File: src/rtl/machina_pkg.sv
// Shared constants and FSM encodings for the byte bridge and its byte unpacker.
package machina_pkg;

  localparam int BYTE_W = 8;

  typedef enum logic {
    COLLECT = 1'b0,
    ISSUE   = 1'b1
  } in_state_t;

  typedef enum logic {
    IDLE = 1'b0,
    EMIT = 1'b1
  } out_state_t;

  function automatic int cnt_w(input int n);
    return (n > 1) ? $clog2(n) : 1;
  endfunction

endpackage

File: src/rtl/byte_unpack.sv
// Output side: takes one RESW-bit result and emits it as a little-endian byte stream.
module byte_unpack
  import machina_pkg::*;
#(
  parameter int RESW = 16
) (
  input  logic              clk,
  input  logic              rst,
  input  logic              res_stb,
  input  logic [RESW-1:0]   res_dat,
  output logic              res_rdy,
  output logic              tx_stb,
  output logic [BYTE_W-1:0] tx_dat,
  input  logic              tx_rdy
);

  localparam int NB = RESW / BYTE_W;
  localparam int CW = cnt_w(NB);
  localparam logic [CW-1:0] LAST = CW'(NB - 1);

  out_state_t        r_state;
  out_state_t        w_state_nxt;
  logic [RESW-1:0]   r_sh;
  logic [CW-1:0]     r_idx;
  logic              w_load;
  logic              w_shift;

  always_ff @(posedge clk or negedge rst) begin
    if (!rst) r_state <= IDLE;
    else      r_state <= w_state_nxt;
  end

  always_comb begin
    w_state_nxt = r_state;
    res_rdy     = 1'b0;
    tx_stb      = 1'b0;
    w_load      = 1'b0;
    w_shift     = 1'b0;
    case (r_state)
      IDLE: begin
        res_rdy = 1'b1;
        if (res_stb) begin
          w_load      = 1'b1;
          w_state_nxt = EMIT;
        end
      end
      EMIT: begin
        tx_stb = 1'b1;
        if (tx_rdy) begin
          w_shift = 1'b1;
          if (r_idx == LAST) w_state_nxt = IDLE;
        end
      end
      default: w_state_nxt = IDLE;
    endcase
  end

  // The current byte always sits in the low lane; it only moves on a tx transfer.
  always_ff @(posedge clk or negedge rst) begin
    if (!rst) begin
      r_sh  <= '0;
      r_idx <= '0;
    end else if (w_load) begin
      r_sh  <= res_dat;
      r_idx <= '0;
    end else if (w_shift) begin
      r_sh  <= r_sh >> BYTE_W;
      r_idx <= (r_idx == LAST) ? '0 : r_idx + CW'(1);
    end
  end

  assign tx_dat = r_sh[BYTE_W-1:0];

endmodule

File: src/rtl/byte_bridge.sv
// Byte stream <-> operand/result bridge; the inter-byte gap timeout is built only
// when BYTE_BRIDGE_TIMEOUT_EN is defined.
module byte_bridge
  import machina_pkg::*;
#(
  parameter int ARGW    = 8,
  parameter int ARGC    = 2,
  parameter int RESW    = 16,
  parameter int TIMEOUT = 12000
) (
  input  logic                 clk,
  input  logic                 rst,
  input  logic                 rx_stb,
  input  logic [BYTE_W-1:0]    rx_dat,
  output logic                 rx_rdy,
  input  logic                 rx_err,
  output logic                 arg_stb,
  output logic [ARGC*ARGW-1:0] arg_dat,
  input  logic                 arg_rdy,
  input  logic                 res_stb,
  input  logic [RESW-1:0]      res_dat,
  output logic                 res_rdy,
  output logic                 tx_stb,
  output logic [BYTE_W-1:0]    tx_dat,
  input  logic                 tx_rdy,
  output logic                 drp
);

  localparam int NBYTES = ARGC * ARGW / BYTE_W;
  localparam int CNT_W  = cnt_w(NBYTES);
  localparam logic [CNT_W-1:0] LAST = CNT_W'(NBYTES - 1);

  in_state_t              r_state;
  in_state_t              w_state_nxt;
  logic [CNT_W-1:0]       r_cnt;
  logic [ARGC*ARGW-1:0]   r_arg;
  logic                   r_drp;
  logic                   w_take;
  logic                   w_abort;
  logic                   w_tmo;

  always_ff @(posedge clk or negedge rst) begin
    if (!rst) r_state <= COLLECT;
    else      r_state <= w_state_nxt;
  end

  // A framing error on a partial frame wins over any byte offered in the same cycle.
  always_comb begin
    w_state_nxt = r_state;
    rx_rdy      = 1'b0;
    arg_stb     = 1'b0;
    w_take      = 1'b0;
    w_abort     = 1'b0;
    case (r_state)
      COLLECT: begin
        rx_rdy = 1'b1;
        if (rx_err && (r_cnt != '0)) begin
          w_abort = 1'b1;
        end else if (rx_stb) begin
          w_take = 1'b1;
          if (r_cnt == LAST) w_state_nxt = ISSUE;
        end
      end
      ISSUE: begin
        arg_stb = 1'b1;
        if (arg_rdy) w_state_nxt = COLLECT;
      end
      default: w_state_nxt = COLLECT;
    endcase
  end

`ifdef BYTE_BRIDGE_TIMEOUT_EN
  localparam int GAP_W = cnt_w(TIMEOUT);

  logic [GAP_W-1:0] r_gap;

  // Gap runs only while a frame is partially collected; the TIMEOUT-th idle cycle drops it.
  assign w_tmo = (r_cnt != '0) && !w_take && !w_abort && (r_gap == GAP_W'(TIMEOUT - 1));

  always_ff @(posedge clk or negedge rst) begin
    if (!rst) begin
      r_gap <= '0;
    end else if (w_take || w_abort || w_tmo || (r_cnt == '0)) begin
      r_gap <= '0;
    end else begin
      r_gap <= r_gap + GAP_W'(1);
    end
  end
`else
  assign w_tmo = 1'b0;
`endif

  always_ff @(posedge clk or negedge rst) begin
    if (!rst) begin
      r_cnt <= '0;
      r_arg <= '0;
      r_drp <= 1'b0;
    end else begin
      r_drp <= w_abort | w_tmo;
      if (w_abort || w_tmo) begin
        r_cnt <= '0;
      end else if (w_take) begin
        r_cnt <= (r_cnt == LAST) ? '0 : r_cnt + CNT_W'(1);
        for (int k = 0; k < NBYTES; k++) begin
          if (r_cnt == CNT_W'(k)) r_arg[k*BYTE_W +: BYTE_W] <= rx_dat;
        end
      end
    end
  end

  assign arg_dat = r_arg;
  assign drp     = r_drp;

  byte_unpack #(
    .RESW(RESW)
  ) u_unpack (
    .clk     (clk),
    .rst     (rst),
    .res_stb (res_stb),
    .res_dat (res_dat),
    .res_rdy (res_rdy),
    .tx_stb  (tx_stb),
    .tx_dat  (tx_dat),
    .tx_rdy  (tx_rdy)
  );

endmodule

File: config.mk
export PLATFORM = sky130hd
export DESIGN_NAME = byte_bridge
export DESIGN_NICKNAME = d
export VERILOG_FILES = /design/src/rtl/machina_pkg.sv /design/src/rtl/byte_unpack.sv /design/src/rtl/byte_bridge.sv
export SDC_FILE = /design/constraint.sdc
export NUM_CORES = 1
export LEC_CHECK = 0
export BUFFER_PORTS_ARGS = -buffer_cell sky130_fd_sc_hd__buf_4
export CAP_MARGIN = 20
export CORE_AREA = 2 2 80 82
export CTS_CLUSTER_SIZE = 20
export DETAILED_ROUTE_END_ITERATION = 6
export DIE_AREA = 0 0 82 84
export HOLD_SLACK_MARGIN = 0.1
export PLACE_DENSITY = 0.59
export SKIP_LAST_GASP = 1
export SYNTH_ARGS = -nofsm -noshare
export SYNTH_HDL_FRONTEND = slang
export SYNTH_HIERARCHICAL = 1
export SYNTH_SLANG_ARGS = --single-unit
File: constraint.sdc
create_clock -name clk -period 1.3 [get_ports clk]
set_clock_uncertainty 0.1 [all_clocks]
set_input_delay 0.13 -clock clk [delete_from_list [all_inputs] [get_ports clk]]
set_output_delay 0.13 -clock clk [all_outputs]
set_load 0.05 [all_outputs]
Word-level counts from Yosys, hierarchy flattened --
Cells that the tools add are included.
Word-level totals: input port bits 31, word-level logic and storage cells 48, output and inout bits 29, bits in registers 37
Operators by class: reduce and logical (&&, ||, !) cells 5, multiplexer cells 29, bitwise logic cells 4, add/subtract/negate cells 2
Operators with widths (number):
- two-way mux 16 bit | 2
- two-way mux 1 bit | 25
- AND reduction 3 bit | 2
- NOT 1 bit | 4
- case mux 1 bit (2 select lines) | 2
- nonzero test 2 bit | 2
- adder 1 bit, second input constant | 2
- logical AND 1 bit | 1

Longest topological paths before layout --
Gate-level depths: netlist of run 1.
depth after elaboration 5, gate-level depth with buffers 4, mapped depth without buffers 2

Cells and area by module --
The synthesis of run 1 kept the hierarchy.
Modules (own cells, without submodules):
- byte_unpack | area an instance 1016.0 um^2, cells each 86, seq. area each 450.4 um^2, times used 1
- byte_bridge | area an instance 730.7 um^2, cells each 43, seq. area each 475.5 um^2, times used 1

Least setup slack after synthesis of run 1 --
No wires, ideal clock.
path kind flip-flop to flip-flop, start register, netlist name r_state, end register r_arg[0] (netlist: arg_dat[0]), slack -0.312 ns, data arrival time 1.387 ns, stages on the path, launching flop included 3, period minus slack after synthesis 1.612 ns, setup time 0.125 ns, path buffers 0, required time 1.075 ns, cell sequence dfrtp_1 > nor3b_4 > mux2_2
RTL lines:
- to (signal, indexed assignment) | line byte_bridge.sv:105 | if (r_cnt == CNT_W'(k)) r_arg[k*BYTE_W +: BYTE_W] <= rx_dat;
- to (decl) | line byte_bridge.sv:36 | logic [ARGC*ARGW-1:0] r_arg;

==> impl_metrics.csv, run 1 <==
group,metric,value,unit
grt,grt_pass1_wl,6690,um
critical_path,cp-end-kind,"flip-flop",
clock_network,htreeDepth,2,
outcome,violations,"negative setup slack",
critical_path,r2r-end,"arg_dat[11]",
detailed_routing,firstDrtPassIters,4,
floorplanning,core,6100,um^2
detailed_routing,ant_nets,0,
logic_synthesis,synthTopCellsByArea,"dfrtp_1 (53%), mux2i_1 (18%), mux2_2 (10%)",
cells_and_area,final_util,43.3,%
floorplanning,initial_core_util,28.7,%
critical_path,path_cells,"and4bb_1, buf_6, mux2_2",
min_path,min_path_type,"in2reg",
detailed_routing,dr_total_vias,1302,
clock_network,clkLatencyLatePin,0.28,ns
critical_path,crit_type,"reg2reg",
critical_path,arrival,1.47,ns
power,cellLeakagePower,1.31,nW
logic_synthesis,ys_seq_elements,37,
grt,grt-ovfl-total,0,
logic_synthesis,synthesis.area,1750,um^2
cells_and_area,layout_commonest_cell,"buf_4",
floorplanning,dieArea,6890,um^2
sta,fin_ws,-0.0997,ns
cells_and_area,fin_cells,292,
outcome,outcome,"finished with violations",
clock_network,cts_root_buf,"clkbuf_8",
clock_network,cts_tree,"built",
clock_network,clkSinkCount,37,
cells_and_area,mostFrequentLayoutCells,"buf_4 (61), dfrtp_1 (35), mux2i_1 (32)",
floorplanning,die_w,82,um
clock_network,cts.clk_slew.worst_paths,0.07,ns
logic_synthesis,ys_seq_area_share,53.0,%
grt,grt_max_degree,38,
cells_and_area,antennaDiodeCount,0,
detailed_routing,vias_per_cell,4.46,
cells_and_area,area_delta_synth_final,51.0,%
logic_synthesis,yosysUniqueCellTypes,21,
logic_synthesis,yosys_warnings,6,
critical_path,r2r_slack,-0.1,ns
clock_network,cts_buffers,5,
critical_path,crit_slowest_cell,"dfrtp_2",
floorplanning,die_h,84,um
critical_path,timing.rr.start,"r_state",
grt,grt_pass1_vias,1390,
placed_design,port-buffer-count,59,
sta,setup_violations,16,
sta,fmax,714,MHz
logic_synthesis,syn_area_per_cell,13.5,um^2
cells_and_area,drive_above_1_share,43.7,%
critical_path,worstPathRequired,1.37,ns
detailed_routing,routed_wl,4080,um
min_path,min_from,"tx_rdy",
grt,antenna_found_initial,0,
sta,drv_slew,0,
sta,hold_viol_final,0,
power,ir_worst_vdd,1.57,mV
min_path,min_to,"u_unpack/r_sh[10]",
floorplanning,ios,60,
sta,post-route-min-period,1.40,ns
sta,tightest_slew,0.488,ns
critical_path,r2r_cells,3,
placed_design,finalWeightedCongestion,0.665,
logic_synthesis,syn-num-nets,160,
sta,rsz0062_at_grt,"true",
logic_synthesis,yosysTopAreaCell,"dfrtp_1",
cells_and_area,nets,245,
critical_path,cp_max_fo,9,
sta,relSlewSlack,67.4,%
logic_synthesis,netlist_instances,129,
job,maxCapViolCount,0,
grt,grt_util_all_layers,12.4,%
logic_synthesis,yosys.area.top_type_share,53.0,%
sta,post-route-period-util,108,%
detailed_routing,wl_per_cell,14.0,um
floorplanning,fp-row-count,29,
placed_design,dp_hpwl,2580,um
detailed_routing,drtIter0Drc,27,
detailed_routing,drc,0,
critical_path,startpoint_type,"flip-flop",
critical_path,cpPeakStageDelay,0.43,ns
placed_design,dp_cells,254,
power,power.density,2300,nW/um^2
clock_network,clock_path_buffers,2,
min_path,hold_path_depth,2,
[worst max-delay path by stage]
| stage | from | end | cells past startpoint |
|---|---|---|---|
| finish | r_state | arg_dat[11] | 3 |
| global route | r_state | arg_dat[15] | 3 |
| floorplan | r_state | arg_dat[10] | 3 |
| global placement | r_state | arg_dat[10] | 3 |
| detailed placement | r_state | arg_dat[15] | 3 |
| CTS | r_state | arg_dat[8] | 3 |
[cells in the mapped netlist, drive strengths merged]
library cell  count
mux2i            32
a21o              1
o21bai            2
o21ai             1
mux2             16
and4bb            1
dfrtp            37
xor2              1
buf              16
o22ai             7
a31oi             1
nor3b             1
nand2             7
a22o              1
and3              1
inv               2
nor2              1
nand3b            1
[report_power, final]
part | switching [mW] | internal (mW) | total (mW) | leakage [nW]
clock | 0.395 | 0.433 | 0.827 | 0.0455
combinational | 2.00 | 1.28 | 3.28 | 0.806
sequential | 0.339 | 1.62 | 1.96 | 0.460
total | 2.74 | 3.33 | 6.07 | 1.31
[state kept, by name, indices dropped and copies added (netlist names)]
signal	flops
r_cnt	1
arg_dat	16
r_state	1
u_unpack/r_sh	16
drp	1
u_unpack/r_idx	1
u_unpack/r_state	1
[cell type report]
type                       count  area (um^2)
fill                         596         3460
clock buffer                   8         90.1
tap                           77         96.3
multi-input combinational     74          701
timing repair buffer          94          808
inverter                       2         13.8
sequential                    37          928
[what timing repair did]
action | in CTS | in global routing
hold buffers | 27 | 0
pin swaps | 0 | 1
setup endpoints to repair | 19 | 18
setup buffers | 3 | 0
endpoints found under the hold margin | 72 | 0
gates resized for setup | 14 | 2
[stage by stage]
stage | instance area (um^2) | hold slack [ns] | TNS [ns] | power, mW | setup WS, ns
5_1_grt | 2640 | 0.114 | -1.88 | 6.39 | -0.130
3_3_place_gp | 2200 | 0.0348 | -1.04 | 4.98 | -0.0947
3_5_place_dp | 2200 | 0.0309 | -1.34 | 5.02 | -0.114
2_1_floorplan | 1760 | -0.266 | -3.08 | 4.22 | -0.193
4_1_cts | 2630 | 0.109 | -1.17 | 6.11 | -0.104
6_report | 2640 | 0.114 | -1.13 | 6.07 | -0.0997
[metal layers]
| metal | track usage, % | vias to the layer above | wire length (um) | part of all wire [%] |
|---|---|---|---|---|
| li1 | - | 617 | - | - |
| met1 | 16.4 | 629 | 1850 | 45 |
| met2 | 19.5 | 53 | 1870 | 46 |
| met3 | 4.65 | 3 | 342 | 8.4 |
| met4 | 2.27 | 0 | 17 | 0.42 |
| met5 | 0 | - | 0 | 0 |
[cell families after synthesis]
| logic type | count (synthesis) | synth area share, % |
|---|---|---|
| AOI/OAI and AO/OA | 13 | 4.94 |
| and+or+nand+nor | 12 | 4.30 |
| buffers and inverters | 18 | 8.60 |
| xor gates and xnor gates | 1 | 0.502 |
| DFF | 37 | 53.0 |
| muxes | 48 | 28.7 |
[worst max-delay path, delay by kind of cell (launching register included)]
kind,cells,cell delay [ns]
buffers and inverters,1,0.15
flip-flops,1,0.43
multiplexers,1,0.34
AND/OR/NAND/NOR,1,0.27
Power figures use the tool's default switching activity.
==> run 2: changes to the inputs <==
--- a/config.mk
+++ b/config.mk
@@ -7,12 +7,12 @@
 export LEC_CHECK = 0
 export BUFFER_PORTS_ARGS = -buffer_cell sky130_fd_sc_hd__buf_4
 export CAP_MARGIN = 20
-export CORE_AREA = 2 2 80 82
+export CORE_AREA = 2 2 87 89
 export CTS_CLUSTER_SIZE = 20
 export DETAILED_ROUTE_END_ITERATION = 6
-export DIE_AREA = 0 0 82 84
+export DIE_AREA = 0 0 89 91
 export HOLD_SLACK_MARGIN = 0.1
-export PLACE_DENSITY = 0.59
+export PLACE_DENSITY = 0.52
 export SKIP_LAST_GASP = 1
 export SYNTH_ARGS = -nofsm -noshare
 export SYNTH_HDL_FRONTEND = slang
==> impl_metrics.csv, run 2 (synthesized netlist as in run 1, its figures left out) <==
group,metric,value,unit
sta,hold_viol_final,0,
clock_network,clkLatencyLatePin,0.28,ns
floorplanning,fp-row-count,31,
critical_path,r2r_cells,3,
detailed_routing,drc,0,
critical_path,cp_num_buf_inv,1,
critical_path,critPathTopFamily,"flip-flops",
cells_and_area,layout_commonest_cell,"buf_4",
grt,grt_max_degree,38,
detailed_routing,wl_per_cell,13.3,um
power,cellLeakagePower,1.32,nW
placed_design,finalWeightedCongestion,0.688,
detailed_routing,vias_per_cell,4.16,
floorplanning,core,7140,um^2
floorplanning,dieArea,8100,um^2
critical_path,cp-end-kind,"flip-flop",
detailed_routing,ant_nets,0,
power,total_power,6.05,mW
power,seqPwrFrac,32.2,%
cells_and_area,fin_area,2680,um^2
detailed_routing,firstDrtPassIters,4,
sta,drv_slew,0,
grt,grt_pass1_vias,1401,
power,ir_worst_vdd,1.47,mV
clock_network,cts_root_buf,"clkbuf_8",
grt,antenna_found_initial,0,
critical_path,crit_type,"reg2reg",
cells_and_area,area_delta_synth_final,53.3,%
placed_design,post_dp_cell_area,2250,um^2
detailed_routing,drtIter0Drc,29,
cells_and_area,drive_above_1_share,43.3,%
critical_path,startpoint_type,"flip-flop",
power,power.density,2260,nW/um^2
clock_network,clock_path_buffers,2,
sta,hold_ws,0.128,ns
placed_design,dp_hpwl,2580,um
grt,grt_util_all_layers,10.7,%
floorplanning,ios,60,
clock_network,htreeDepth,2,
cells_and_area,fin_cells,316,
sta,tightest_slew,0.515,ns
sta,fmax,715,MHz
floorplanning,die_w,89,um
critical_path,path_cells,"and4bb_1, buf_6, mux2_2",
min_path,hold_path_depth,2,
detailed_routing,dr_total_vias,1316,
critical_path,worstPathRequired,1.37,ns
power,p_clk_share,13.0,%
outcome,violations,"negative setup slack",
power,comb_power_share,54.8,%
sta,final.setup.tns,-1.24,ns
sta,relSlewSlack,65.7,%
placed_design,port-buffer-count,59,
critical_path,cpPeakStageDelay,0.43,ns
critical_path,crit_slowest_cell,"dfrtp_2",
placed_design,dp_cells,277,
clock_network,cts_buffers,5,
grt,grt-ovfl-total,0,
sta,setup_violations,17,
sta,post-route-period-util,108,%
critical_path,cp_max_fo,9,
detailed_routing,routed_wl,4190,um
floorplanning,die_h,91,um
cells_and_area,antennaDiodeCount,0,
clock_network,cts_tree,"built",
sta,fin_ws,-0.0984,ns
critical_path,arrival,1.47,ns
min_path,min_path_type,"in2reg",
sta,post-route-min-period,1.40,ns
sta,rsz0062_at_grt,"true",
floorplanning,initial_core_util,24.5,%
cells_and_area,mostFrequentLayoutCells,"buf_4 (63), dfrtp_1 (35), mux2i_1 (32)",
critical_path,crit_cells,3,
cells_and_area,nets,247,
job,maxCapViolCount,0,
placed_design,pre_cts_slack,-0.107,ns
clock_network,clkSinkCount,37,
power,p_sw_share,45.3,%
grt,grt_pass1_wl,6780,um
clock_network,cts.clk_slew.worst_paths,0.07,ns
cells_and_area,final_util,37.5,%
power,p_int,3.31,mW
outcome,outcome,"finished with violations",
power,p_sw,2.74,mW
[run 2: changes by cell type in the layout (fill, tap and decap cells not counted)]
cell,change
clkbuf_8,-1
dlygate4sd3_1,+1
buf_4,+2
buf_6,-2
clkbuf_1,+1
buf_12,+1
[run 2: power by group through the flow]
stage | Combinational [mW] | Sequential (mW) | Clock, mW
3_5_place_dp | 3.06 | 2.00 | 0
4_1_cts | 3.32 | 1.95 | 0.830
3_3_place_gp | 3.05 | 1.99 | 0
5_1_grt | 3.50 | 2.01 | 0.881
2_1_floorplan | 1.38 | 2.84 | 0
6_report | 3.31 | 1.94 | 0.787
[run 2: final timing paths]
check / slack (ns) / from / endpoint
worst max register to register: -0.1 / r_state / arg_dat[14]
worst min-delay path: 0.13 / tx_rdy / u_unpack/r_sh[10]
min in group asynchronous: 0.25 / rst / u_unpack/r_sh[6]
worst max-delay path: -0.1 / r_state / arg_dat[14]
max in group asynchronous: 0.45 / rst / r_state
worst min register to register: 0.40 / u_unpack/r_idx / u_unpack/r_state
[run 2: final cells by class]
| type | instances | area, um^2 |
|---|---|---|
| repair buffers | 96 | 831 |
| inverters | 2 | 13.8 |
| multi-input cells | 74 | 701 |
| fillers | 739 | 4460 |
| well taps | 99 | 124 |
| clock buffers | 8 | 80.1 |
| flip-flops and latches | 37 | 928 |
[run 2: metal layers]
layer	global-route usage (%)	up-vias	share of wire [%]
li1	-	624	-
met1	13.5	637	47
met2	17.3	53	45
met3	4.91	2	7.7
met4	1.12	0	0.33
met5	0	-	0
[run 2: repair_timing]
action                     CTS  global route
hold buffers                28             0
setup buffers                2             1
setup endpoints to repair   19            18
hold endpoints to repair    72             0
gates cloned                 0             0
pin swaps                    1             1
resized for setup           13             1
[run 2: worst register-to-register path, delay by kind of cell, from the launching register on]
family,cells,cell delay [ns]
flops,1,0.43
simple gates,1,0.27
buf+inv,1,0.15
mux,1,0.34
